[config.mk]
export PLATFORM = sky130hd
export DESIGN_NAME = deint_pingpong_ctrl
export DESIGN_NICKNAME = d
export VERILOG_FILES = /design/src/rtl/deint_pkg.sv /design/src/rtl/deint_out_buf2.sv /design/src/rtl/deint_pingpong_ctrl.sv
export SDC_FILE = /design/constraint.sdc
export NUM_CORES = 1
export LEC_CHECK = 0
export CELL_PAD_IN_SITES_DETAIL_PLACEMENT = 1
export CELL_PAD_IN_SITES_GLOBAL_PLACEMENT = 2
export CORE_MARGIN = 8
export CORE_UTILIZATION = 24
export CTS_CLUSTER_SIZE = 24
export DETAILED_ROUTE_END_ITERATION = 7
export PLACE_DENSITY = 0.66
export SLEW_MARGIN = 0
export SYNTH_ARGS = -nofsm -noshare
export SYNTH_HDL_FRONTEND = slang
export SYNTH_SLANG_ARGS = --single-unit
[constraint.sdc]
create_clock -name clk -period 2.7 [get_ports clk]
set_clock_uncertainty 0.15 [all_clocks]
set_input_delay 0.54 -clock clk [delete_from_list [all_inputs] [get_ports clk]]
set_output_delay 0.54 -clock clk [all_outputs]
set_load 0.1 [all_outputs]
[src/rtl/deint_pkg.sv]
// Shared types and helpers for the ping-pong de-interleaver controller.
package deint_pkg;

    typedef enum logic [1:0] {
        EMPTY    = 2'd0,
        FILLING  = 2'd1,
        FULL     = 2'd2,
        DRAINING = 2'd3
    } bank_state_t;

    localparam int DEF_ROW_LEN  = 65;
    localparam int DEF_NUM_ROWS = 4;
    localparam int BANK_WORDS   = DEF_ROW_LEN * DEF_NUM_ROWS;

    // Flat RAM address of (bank, row, col) with banks stacked back to back.
    function automatic int unsigned bank_addr(input int unsigned bank,
                                              input int unsigned row,
                                              input int unsigned col,
                                              input int unsigned row_len,
                                              input int unsigned num_rows);
        return bank * num_rows * row_len + row * row_len + col;
    endfunction

endpackage

[src/rtl/deint_out_buf2.sv]
// Two-entry output FIFO fed by a RAM with one cycle of read latency.
// can_issue says whether one more read may be launched this cycle.
module deint_out_buf2 #(
    parameter int W = 32
) (
    input  logic         clk,
    input  logic         rst_n,
    input  logic         issue,
    input  logic [W-1:0] in_data,
    output logic         can_issue,
    output logic [W-1:0] m_data,
    output logic         m_valid,
    input  logic         m_ready
);

    logic [W-1:0] ent0_q, ent0_d, ent1_q, ent1_d;
    logic         wr_ptr_q, wr_ptr_d, rd_ptr_q, rd_ptr_d;
    logic [1:0]   count_q, count_d;
    logic         inflight_q, inflight_d;
    logic         push, pop;

    assign m_valid = (count_q != 2'd0);
    assign m_data  = rd_ptr_q ? ent1_q : ent0_q;
    assign pop     = m_valid && m_ready;
    assign push    = inflight_q;

    // Credit the word leaving this cycle so back-to-back reads sustain full rate.
    assign can_issue = (3'(count_q) + 3'(inflight_q)) < (3'd2 + 3'(pop));

    always_comb begin
        ent0_d     = ent0_q;
        ent1_d     = ent1_q;
        wr_ptr_d   = wr_ptr_q;
        rd_ptr_d   = rd_ptr_q;
        inflight_d = issue;
        count_d    = count_q + {1'b0, push} - {1'b0, pop};
        if (push) begin
            if (wr_ptr_q) ent1_d = in_data;
            else          ent0_d = in_data;
            wr_ptr_d = ~wr_ptr_q;
        end
        if (pop) rd_ptr_d = ~rd_ptr_q;
    end

    always_ff @(posedge clk or negedge rst_n) begin
        if (!rst_n) begin
            ent0_q     <= '0;
            ent1_q     <= '0;
            wr_ptr_q   <= 1'b0;
            rd_ptr_q   <= 1'b0;
            count_q    <= 2'd0;
            inflight_q <= 1'b0;
        end else begin
            ent0_q     <= ent0_d;
            ent1_q     <= ent1_d;
            wr_ptr_q   <= wr_ptr_d;
            rd_ptr_q   <= rd_ptr_d;
            count_q    <= count_d;
            inflight_q <= inflight_d;
        end
    end

endmodule

[src/rtl/deint_pingpong_ctrl.sv]
// Ping-pong bank sequencer: row-major writes, column-major reads, 2-deep output buffer.
// Optional m_axis_tlast on the final word of each bank when DEINT_TLAST_EN is defined.
module deint_pingpong_ctrl
    import deint_pkg::*;
#(
    parameter  int ROW_LEN  = DEF_ROW_LEN,
    parameter  int NUM_ROWS = DEF_NUM_ROWS,
    parameter  int DATA_W   = 32,
    localparam int ADDR_W   = $clog2(2 * NUM_ROWS * ROW_LEN)
) (
    input  logic              clk,
    input  logic              rst_n,
    input  logic [DATA_W-1:0] s_axis_tdata,
    input  logic              s_axis_tvalid,
    output logic              s_axis_tready,
    output logic              ram_wr_en,
    output logic [ADDR_W-1:0] ram_wr_addr,
    output logic [DATA_W-1:0] ram_wr_data,
    output logic              ram_rd_en,
    output logic [ADDR_W-1:0] ram_rd_addr,
    input  logic [DATA_W-1:0] ram_rd_data,
    output logic [DATA_W-1:0] m_axis_tdata,
    output logic              m_axis_tvalid,
    input  logic              m_axis_tready,
`ifdef DEINT_TLAST_EN
    output logic              m_axis_tlast,
`endif
    output logic [1:0]        bank_full
);

    localparam int ROW_W = (NUM_ROWS > 1) ? $clog2(NUM_ROWS) : 1;
    localparam int COL_W = (ROW_LEN > 1) ? $clog2(ROW_LEN) : 1;
    localparam logic [ROW_W-1:0] LAST_ROW = ROW_W'(NUM_ROWS - 1);
    localparam logic [COL_W-1:0] LAST_COL = COL_W'(ROW_LEN - 1);

    bank_state_t      bank_st_q [2];
    bank_state_t      bank_st_d [2];
    logic             wr_bank_q, wr_bank_d, rd_bank_q, rd_bank_d;
    logic [ROW_W-1:0] wr_row_q, wr_row_d, rd_row_q, rd_row_d;
    logic [COL_W-1:0] wr_col_q, wr_col_d, rd_col_q, rd_col_d;
    logic             s_ready_q, s_ready_d;
    logic             wr_fire, wr_last, rd_at_end, can_issue;

    assign wr_fire   = s_axis_tvalid && s_ready_q;
    assign wr_last   = (wr_row_q == LAST_ROW) && (wr_col_q == LAST_COL);
    assign rd_at_end = (rd_row_q == LAST_ROW) && (rd_col_q == LAST_COL);

    // Bank state register.
    always_ff @(posedge clk or negedge rst_n) begin
        if (!rst_n) begin
            bank_st_q[0] <= EMPTY;
            bank_st_q[1] <= EMPTY;
        end else begin
            bank_st_q[0] <= bank_st_d[0];
            bank_st_q[1] <= bank_st_d[1];
        end
    end

    // Bank next state; the writer and reader never own the same bank at once.
    always_comb begin
        bank_st_d[0] = bank_st_q[0];
        bank_st_d[1] = bank_st_q[1];
        if (wr_fire) begin
            if (bank_st_q[wr_bank_q] == EMPTY || bank_st_q[wr_bank_q] == FILLING)
                bank_st_d[wr_bank_q] = wr_last ? FULL : FILLING;
        end
        if (ram_rd_en) begin
            if (bank_st_q[rd_bank_q] == FULL || bank_st_q[rd_bank_q] == DRAINING)
                bank_st_d[rd_bank_q] = rd_at_end ? EMPTY : DRAINING;
        end
    end

    // Outputs decoded from bank state.
    always_comb begin
        bank_full[0] = (bank_st_q[0] == FULL) || (bank_st_q[0] == DRAINING);
        bank_full[1] = (bank_st_q[1] == FULL) || (bank_st_q[1] == DRAINING);
        ram_rd_en    = bank_full[rd_bank_q] && can_issue;
    end

    always_comb begin
        wr_bank_d = wr_bank_q;
        wr_row_d  = wr_row_q;
        wr_col_d  = wr_col_q;
        rd_bank_d = rd_bank_q;
        rd_row_d  = rd_row_q;
        rd_col_d  = rd_col_q;
        if (wr_fire) begin
            if (wr_col_q == LAST_COL) begin
                wr_col_d = '0;
                wr_row_d = (wr_row_q == LAST_ROW) ? '0 : wr_row_q + 1'b1;
            end else begin
                wr_col_d = wr_col_q + 1'b1;
            end
            if (wr_last) wr_bank_d = ~wr_bank_q;
        end
        // Reads walk down a column first, then step to the next column.
        if (ram_rd_en) begin
            if (rd_row_q == LAST_ROW) begin
                rd_row_d = '0;
                rd_col_d = (rd_col_q == LAST_COL) ? '0 : rd_col_q + 1'b1;
            end else begin
                rd_row_d = rd_row_q + 1'b1;
            end
            if (rd_at_end) rd_bank_d = ~rd_bank_q;
        end
        s_ready_d = (bank_st_d[wr_bank_d] == EMPTY) || (bank_st_d[wr_bank_d] == FILLING);
    end

    always_ff @(posedge clk or negedge rst_n) begin
        if (!rst_n) begin
            wr_bank_q <= 1'b0;
            wr_row_q  <= '0;
            wr_col_q  <= '0;
            rd_bank_q <= 1'b0;
            rd_row_q  <= '0;
            rd_col_q  <= '0;
            s_ready_q <= 1'b0;
        end else begin
            wr_bank_q <= wr_bank_d;
            wr_row_q  <= wr_row_d;
            wr_col_q  <= wr_col_d;
            rd_bank_q <= rd_bank_d;
            rd_row_q  <= rd_row_d;
            rd_col_q  <= rd_col_d;
            s_ready_q <= s_ready_d;
        end
    end

    assign s_axis_tready = s_ready_q;
    assign ram_wr_en     = wr_fire;
    assign ram_wr_data   = s_axis_tdata;
    assign ram_wr_addr   = ADDR_W'(bank_addr(32'(wr_bank_q), 32'(wr_row_q), 32'(wr_col_q),
                                             ROW_LEN, NUM_ROWS));
    assign ram_rd_addr   = ADDR_W'(bank_addr(32'(rd_bank_q), 32'(rd_row_q), 32'(rd_col_q),
                                             ROW_LEN, NUM_ROWS));

`ifdef DEINT_TLAST_EN
    logic              rd_last_q;
    logic              rd_last_d;
    logic [DATA_W:0]   buf_head;

    assign rd_last_d = ram_rd_en && rd_at_end;

    always_ff @(posedge clk or negedge rst_n) begin
        if (!rst_n) rd_last_q <= 1'b0;
        else        rd_last_q <= rd_last_d;
    end

    deint_out_buf2 #(.W(DATA_W + 1)) u_out_buf (
        .clk       (clk),
        .rst_n     (rst_n),
        .issue     (ram_rd_en),
        .in_data   ({rd_last_q, ram_rd_data}),
        .can_issue (can_issue),
        .m_data    (buf_head),
        .m_valid   (m_axis_tvalid),
        .m_ready   (m_axis_tready)
    );

    assign m_axis_tdata = buf_head[DATA_W-1:0];
    assign m_axis_tlast = buf_head[DATA_W];
`else
    deint_out_buf2 #(.W(DATA_W)) u_out_buf (
        .clk       (clk),
        .rst_n     (rst_n),
        .issue     (ram_rd_en),
        .in_data   (ram_rd_data),
        .can_issue (can_issue),
        .m_data    (m_axis_tdata),
        .m_valid   (m_axis_tvalid),
        .m_ready   (m_axis_tready)
    );
`endif

endmodule

==> results.txt, run 1 <==
WL final - 12.6 mm
Placed wire-length estimate - 9.42 mm
Std-Cell Rows - 52
Die extent in y - 159 um
Endpoints failing hold - 1
Post-synth EDFFs - 0
R2R Setup Slk - 0.35 ns
Pre-CTS setup slack - -0.402 ns
Largest net degree at the start of global routing - 40
Worst Setup SP - wr_row_q[1]$_DFFE_PN0P_
CTS Root Cell - clkbuf_16
Max Cap Viol - 0
CP Max Fanout - 2
Pre-antenna DRT Iters - 4
Clk Latency, worst-skew pair - 0.34 ns
Failing checks - negative hold slack, negative setup slack
Yosys reg bits - 92
DRC - 0
RSZ-0062 raised after global routing - true
Port Buffer Count - 93
Overall Power - 6.26 mW
Via density - 4.28
Longest Clk Path Bufs - 2
Syn. warnings - 0
Number of placed cells counting well taps - 741
CP dominant cell by count - ha_2
Layout cells sized above 1 - 52.0%
Critical path type - reg2out
Final WS setup - -0.786 ns
Worst slew margin - 66.0%
Critical Path Slowest Stage Cell - fa_1
Primary FF master, synth - dfrtp_1
DP Area - 0.00692 sq mm
Iter 0 DRT Violations - 75
CP peak stage delay - 0.49 ns
Sequential element share of the synthesized area - 46.7%
Total GRT Usage - 10.2%
Worst R2R Start - rd_col_q[1]$_DFFE_PN0P_
Die X-Extent - 159 um
Netlist cell types - 45
TritonCTS clock tree - yes
Clock sinks - 92
Reg2reg end - rd_col_q[6]$_DFFE_PN0P_
Final core occ - 36.3%
Final non-filler cell total - 764
Async SR Flop Fraction - 100%
Final setup fails - 14
Status - finished, violations left
Crit path to - ram_wr_addr[8]
First-pass GRT wire length - 21.0 mm
ANT nets after route - 0
Full die area - 0.0254 sq mm
CP Cell Sequence - ha_2, fa_1, ha_2, inv_2, fa_2, nor2b_2, nand4_1, xnor2_4, buf_12
Worst setup EP type - primary output
Worst slew pin tran - 0.511 ns
Maximum clock frequency - 0.287 GHz
Cells after Synth - 396
Critical Path AT - 2.80 ns
CTS HTree Levels - 3
Placer Congestion - 0.707
Nets - 587
Fin area - 0.00731 sq mm
Initial antenna violation count - 0
Fin. max-slew vios - 0
Min Tclk post-route - 3.49 ns
Synth-to-layout area growth - 48.4%
Mapped Avg Cell Area - 12.4 sq um
ANT cells - 0
Total gr overflow - 0
Worst hold margin - -0.00278 ns
Mapped cell area - 0.00493 sq mm
Worst-path clk slew - 0.07 ns
I/O Pins - 158
Syn_nets - 494
CTS buffer count - 9
Leak pwr - 3.15 nW
Fill count - 2,122
Period Utilization, post-route - 129%
Crit start category - register
Pwr Density - 856 mW/mm^2
Worst vdd ir - 0.000580 V
Wire per inst - 16.5 um
Initial Util - 24.4%
Number of global-route vias before repair - 3,863
Vias - 3,272
WP data required - 2.01 ns
Core Box Area - 0.0202 sq mm
Reg2Reg Depth - 8
Min-Delay Path Class - in2async
synth_stat cells, types with 4 or more instances:
cell,count,area [sq um]
nand2_1,12,45.0
buf_4,34,255
ha_1,26,325
nor3_1,4,20.0
dfrtp_1,92,2300
xor2_1,7,61.3
fa_1,4,80.1
mux2_2,100,1130
nor2_1,11,41.3
clkbuf_1,10,37.5
nor2b_1,4,25.0
o21ai_0,5,25.0
xnor2_1,14,123
nand3_1,6,30.0
inv_1,21,78.8
buf_1,6,22.5
sequential cells by signal, indices dropped and copies added (netlist names):
signal,cells
u_out_buf.rd_ptr_q,1
u_out_buf.wr_ptr_q,1
u_out_buf.count_q,2
rd_row_q,2
wr_bank_q,1
u_out_buf.ent1_q,32
s_axis_tready,1
wr_row_q,2
u_out_buf.inflight_q,1
rd_bank_q,1
wr_col_q,7
u_out_buf.ent0_q,32
bank_st_q,2
rd_col_q,7
stage by stage:
stage / hold WS, ns / setup TNS (ns)
5_1_grt: 0.0234 / -8.81
2_1_floorplan: 0.0944 / -3.76
4_1_cts: 0.00169 / -7.45
3_5_place_dp: 0.337 / -1.96
6_report: -0.00278 / -7.45
3_3_place_gp: 0.331 / -1.61
layer usage:
metal	vias to the layer above	wire length, um	track usage [%]
met5	-	0	0
li1	1508	-	-
met4	0	196	3.13
met2	64	6510	17.9
met1	1674	5240	11.7
met3	26	627	3.21
cells in the final DEF (no fill, tap or decap), types with 3 or more instances in the layout:
| master | n |
|---|---|
| mux2_2 | 100 |
| dfrtp_1 | 92 |
| buf_12 | 54 |
| buf_4 | 41 |
| clkdlybuf4s50_1 | 34 |
| ha_1 | 22 |
| inv_1 | 14 |
| nand2_1 | 10 |
| xnor2_1 | 9 |
| clkbuf_16 | 9 |
| nor2_1 | 8 |
| nand3_1 | 6 |
| xnor2_4 | 5 |
| o21ai_0 | 5 |
| inv_2 | 5 |
| xor2_4 | 5 |
| nor2_4 | 4 |
| clkinvlp_4 | 4 |
| buf_6 | 4 |
| nor3_1 | 3 |
| fa_2 | 3 |
| ha_2 | 3 |
cell type report:
class	count	area (sq um)	area share, %
Multi-Input combinational cell	232	2530	34.6
Sequential cell	92	2300	31.5
Timing Repair Buffer	133	1770	24.3
Tap cell	270	338	4.62
Clock buffer	12	246	3.37
Inverter	21	86.3	1.18
Clock inverter	4	32.5	0.445
worst max-delay path, delay by kind of cell (launching register included):
kind	cells	cell delay [ns]
AND/OR/NAND/NOR	2	0.36
adder cells (fa/ha/maj)	4	1.22
buffers and inverters	2	0.23
XOR/XNOR	1	0.25
flip-flops	1	0.39
power breakdown:
group	switching, mW	internal (mW)	total [mW]
sequential	0.0831	1.50	1.58
clock	0.556	0.656	1.21
combinational	2.19	1.28	3.47
total	2.83	3.43	6.26
cells by family after synthesis:
kind of cell    count (synthesis)  share of synthesized area (%)
mux                           103                           23.5
buf+inv                        72                           8.23
compound gates                 21                           3.02
flops                          92                           46.7
simple gates                   56                           6.27
fa+ha+maj                      30                           8.23
xor+xnor                       22                           4.06
worst min-delay path by stage:
stage	from	end	slack, ns	cells past startpoint
3_5_place_dp	u_out_buf.ent1_q[14]$_DFFE_PN0P_	u_out_buf.ent1_q[14]$_DFFE_PN0P_	0.34	1
6_report	rst_n	u_out_buf.ent0_q[8]$_DFFE_PN0P_	-0.003	1
2_1_floorplan	rst_n	bank_st_q[1]$_DFF_PN0_	0.09	0
5_1_grt	rst_n	u_out_buf.ent0_q[8]$_DFFE_PN0P_	0.02	1
4_1_cts	rst_n	u_out_buf.ent0_q[8]$_DFFE_PN0P_	0.002	1
3_3_place_gp	u_out_buf.ent1_q[31]$_DFFE_PN0P_	u_out_buf.ent1_q[31]$_DFFE_PN0P_	0.33	1
what timing repair did:
item                       in CTS  in global routing
pin swaps                      13                 10
setup buffers                   4                  5
hold buffers                    0                  0
setup endpoints to repair      14                 15
resized for setup               9                  1
No activity file was read; power rests on OpenSTA's default activity.
==> run 2, diff against run 1 <==
--- a/config.mk
+++ b/config.mk
@@ -11,7 +11,9 @@
 export CORE_UTILIZATION = 24
 export CTS_CLUSTER_SIZE = 24
 export DETAILED_ROUTE_END_ITERATION = 7
-export PLACE_DENSITY = 0.66
+export DONT_BUFFER_PORTS = 1
+export HOLD_SLACK_MARGIN = 0.1
+export PLACE_DENSITY = 0.49
 export SLEW_MARGIN = 0
 export SYNTH_ARGS = -nofsm -noshare
 export SYNTH_HDL_FRONTEND = slang
==> results.txt, run 2 (synthesized netlist as in run 1, its figures left out) <==
Nets - 514 (-12%)
Synth-to-layout area growth - 27.2%
Clk Latency, worst-skew pair - 0.34 ns (about the same)
Via density - 4.34 (+1.3%)
Crit start category - register
Placer Congestion - 0.701 (-0.96%)
Initial antenna violation count - 1 (+1)
Longest Clk Path Bufs - 2 (unchanged)
Maximum clock frequency - 0.288 GHz (+0.31%)
Die extent in y - 159 um (unchanged)
Worst setup EP type - primary output
Number of placed cells counting well taps - 667 (-10%)
Worst slew pin tran - 0.571 ns (+0.0599 ns)
RSZ-0062 raised after global routing - true
I/O Pins - 158 (unchanged)
Placed wire-length estimate - 8.51 mm (-9.7%)
Largest registers - u_out_buf.ent0_q x32, u_out_buf.ent1_q x32
Power share of the clock group - 22.7% (+3.3 points)
Std-Cell Rows - 52 (unchanged)
WP data required - 2.01 ns (about the same)
Worst hold margin - -0.264 ns (-0.261 ns)
Final non-filler cell total - 691 (-9.6%)
Clock sinks - 92 (unchanged)
CP Max Fanout - 2 (unchanged)
Total GRT Usage - 9.55% (-0.67 points)
Worst vdd ir - 0.000823 V (+42%)
Comb pwr share - 47.8% (-7.6 points)
Worst Setup SP - wr_col_q[1]$_DFFE_PN0P_
WL final - 11.7 mm (-6.6%)
Register area - 0.00230 sq mm (+0.11%)
Leak pwr - 2.67 nW (-15%)
Min-Delay Path Class - in2async
Worst R2R Start - rd_col_q[1]$_DFFE_PN0P_
Core Box Area - 0.0202 sq mm (unchanged)
Iter 0 DRT Violations - 41 (-45%)
Period Utilization, post-route - 129% (-0.40 points)
Area of the multi-input gates - 0.00255 sq mm (+0.59%)
Status - finished, violations left
Fin. max-slew vios - 0 (unchanged)
Pre-antenna DRT Iters - 4 (unchanged)
Final core occ - 31.1% (-5.2 points)
Failing checks - negative hold slack, negative setup slack
Wire per inst - 17.0 um (+3.2%)
Final setup fails - 14 (unchanged)
Sw Ratio - 49.1% (+3.9 points)
Part of the power in registers - 29.6% (+4.4 points)
P_int - 2.80 mW (-19%)
Total gr overflow - 0 (unchanged)
Vias - 2,999 (-8.3%)
Number of global-route vias before repair - 3,366 (-13%)
Final WS setup - -0.775 ns (+0.0107 ns)
Worst slew margin - 61.6% (-4.4 points)
DRC - 0 (unchanged)
Endpoints failing hold - 92 (+91)
Port Buffer Count - 0 (-100%)
Leading cell type in the layout, fill and taps excluded - mux2_2
CTS buffer count - 9 (unchanged)
First-pass GRT wire length - 19.1 mm (-8.8%)
CTS Root Cell - clkbuf_16
Critical Path AT - 2.79 ns (about the same)
Pwr Density - 876 mW/mm^2 (+2.4%)
Largest net degree at the start of global routing - 93 (+130%)
Fill count - 2,169 (+2.2%)
TritonCTS clock tree - yes
Layout cells sized above 1 - 53.2% (+1.2 points)
Die X-Extent - 159 um (unchanged)
Initial Util - 24.4% (unchanged)
CTS HTree Levels - 3 (unchanged)
Min Tclk post-route - 3.48 ns (-0.0107 ns)
Pre-CTS setup slack - -0.449 ns (-0.0473 ns)
Critical path type - reg2out
Worst-path clk slew - 0.07 ns (about the same)
ANT cells - 0 (unchanged)
Sw power - 2.70 mW (-4.6%)
Final setup TNS - -6.56 ns (+0.886 ns)
Full die area - 0.0254 sq mm (unchanged)
ANT nets after route - 0 (unchanged)
Max Cap Viol - 0 (unchanged)
Most frequent cells in the layout - mux2_2, dfrtp_1, buf_4
## run 2: cell count changes in the layout (fill, tap and decap cells not counted), moves of 2 or more
cell,change
clkbuf_1,-2
dfrtp_2,+2
dfrtp_1,-2
buf_4,-3
buf_12,-37
clkdlybuf4s50_1,-34
inv_8,+3
## run 2: path summary, 6_finish.rpt
| kind | cells after the start | slack [ns] | to |
|---|---|---|---|
| min in group clk | 1 | 0.19 | u_out_buf.ent1_q[20]$_DFFE_PN0P_ |
| max in group asynchronous | 0 | 2.49 | u_out_buf.ent1_q[1]$_DFFE_PN0P_ |
| min reg2reg | 1 | 0.35 | u_out_buf.ent1_q[5]$_DFFE_PN0P_ |
| min | 0 | -0.26 | wr_col_q[1]$_DFFE_PN0P_ |
| max | 9 | -0.78 | ram_wr_addr[8] |
| max reg2reg | 8 | 0.32 | rd_col_q[6]$_DFFE_PN0P_ |
## run 2: worst max-delay path, cell delays in order (launching register included)
cell     delay [ns]
dfrtp_1        0.39
ha_2           0.19
fa_2           0.54
ha_4           0.13
inv_2          0.03
fa_2           0.35
nor2b_2        0.14
nand4_1        0.21
xnor2_4        0.26
buf_12         0.20
## run 2: routing by layer
layer  routed length (um)  up-vias  global-route usage, %  part of all wire, %
met3                  683       16                   3.39                  5.8
met4                  193        2                   3.86                  1.6
met2                 5910       74                   15.6                   50
li1                     -     1359                      -                    -
met5                   10        -                      0                0.085
met1                 4940     1548                   11.2                   42
## run 2: layout make-up
| type | instances | share of cell area, % |
|---|---|---|
| clock buffer | 9 | 3.59 |
| tap | 270 | 5.39 |
| multi-input combinational | 232 | 40.7 |
| inverter | 21 | 1.38 |
| sequential | 92 | 36.8 |
| timing repair buffer | 60 | 11.1 |
| clock inverter | 7 | 1.06 |
## run 2: through the flow
stage | cell area (sq um) | total power [mW] | hold WS (ns)
6_report | 6270 | 5.49 | -0.264
5_1_grt | 6270 | 5.75 | -0.293
4_1_cts | 6240 | 5.60 | -0.285
3_5_place_dp | 5860 | 4.27 | 0.103
3_3_place_gp | 5860 | 4.26 | 0.104
2_1_floorplan | 5220 | 4.06 | 0.0944
## run 2: power by group through the flow
stage,Sequential (mW),Combinational [mW],Clock (mW)
floorplan,1.59,2.48,0
global placement,1.66,2.61,0
detailed placement,1.66,2.62,0
CTS,1.63,2.66,1.31
global route,1.65,2.73,1.37
finish,1.62,2.62,1.24
## run 2: what timing repair did
item                                    CTS  global route
pin swaps                                20            16
cloned                                    0             0
setup buffers                             4             5
hold endpoints to repair                 92            92
gates resized for setup                  12             0
endpoints found under the setup margin   15            16
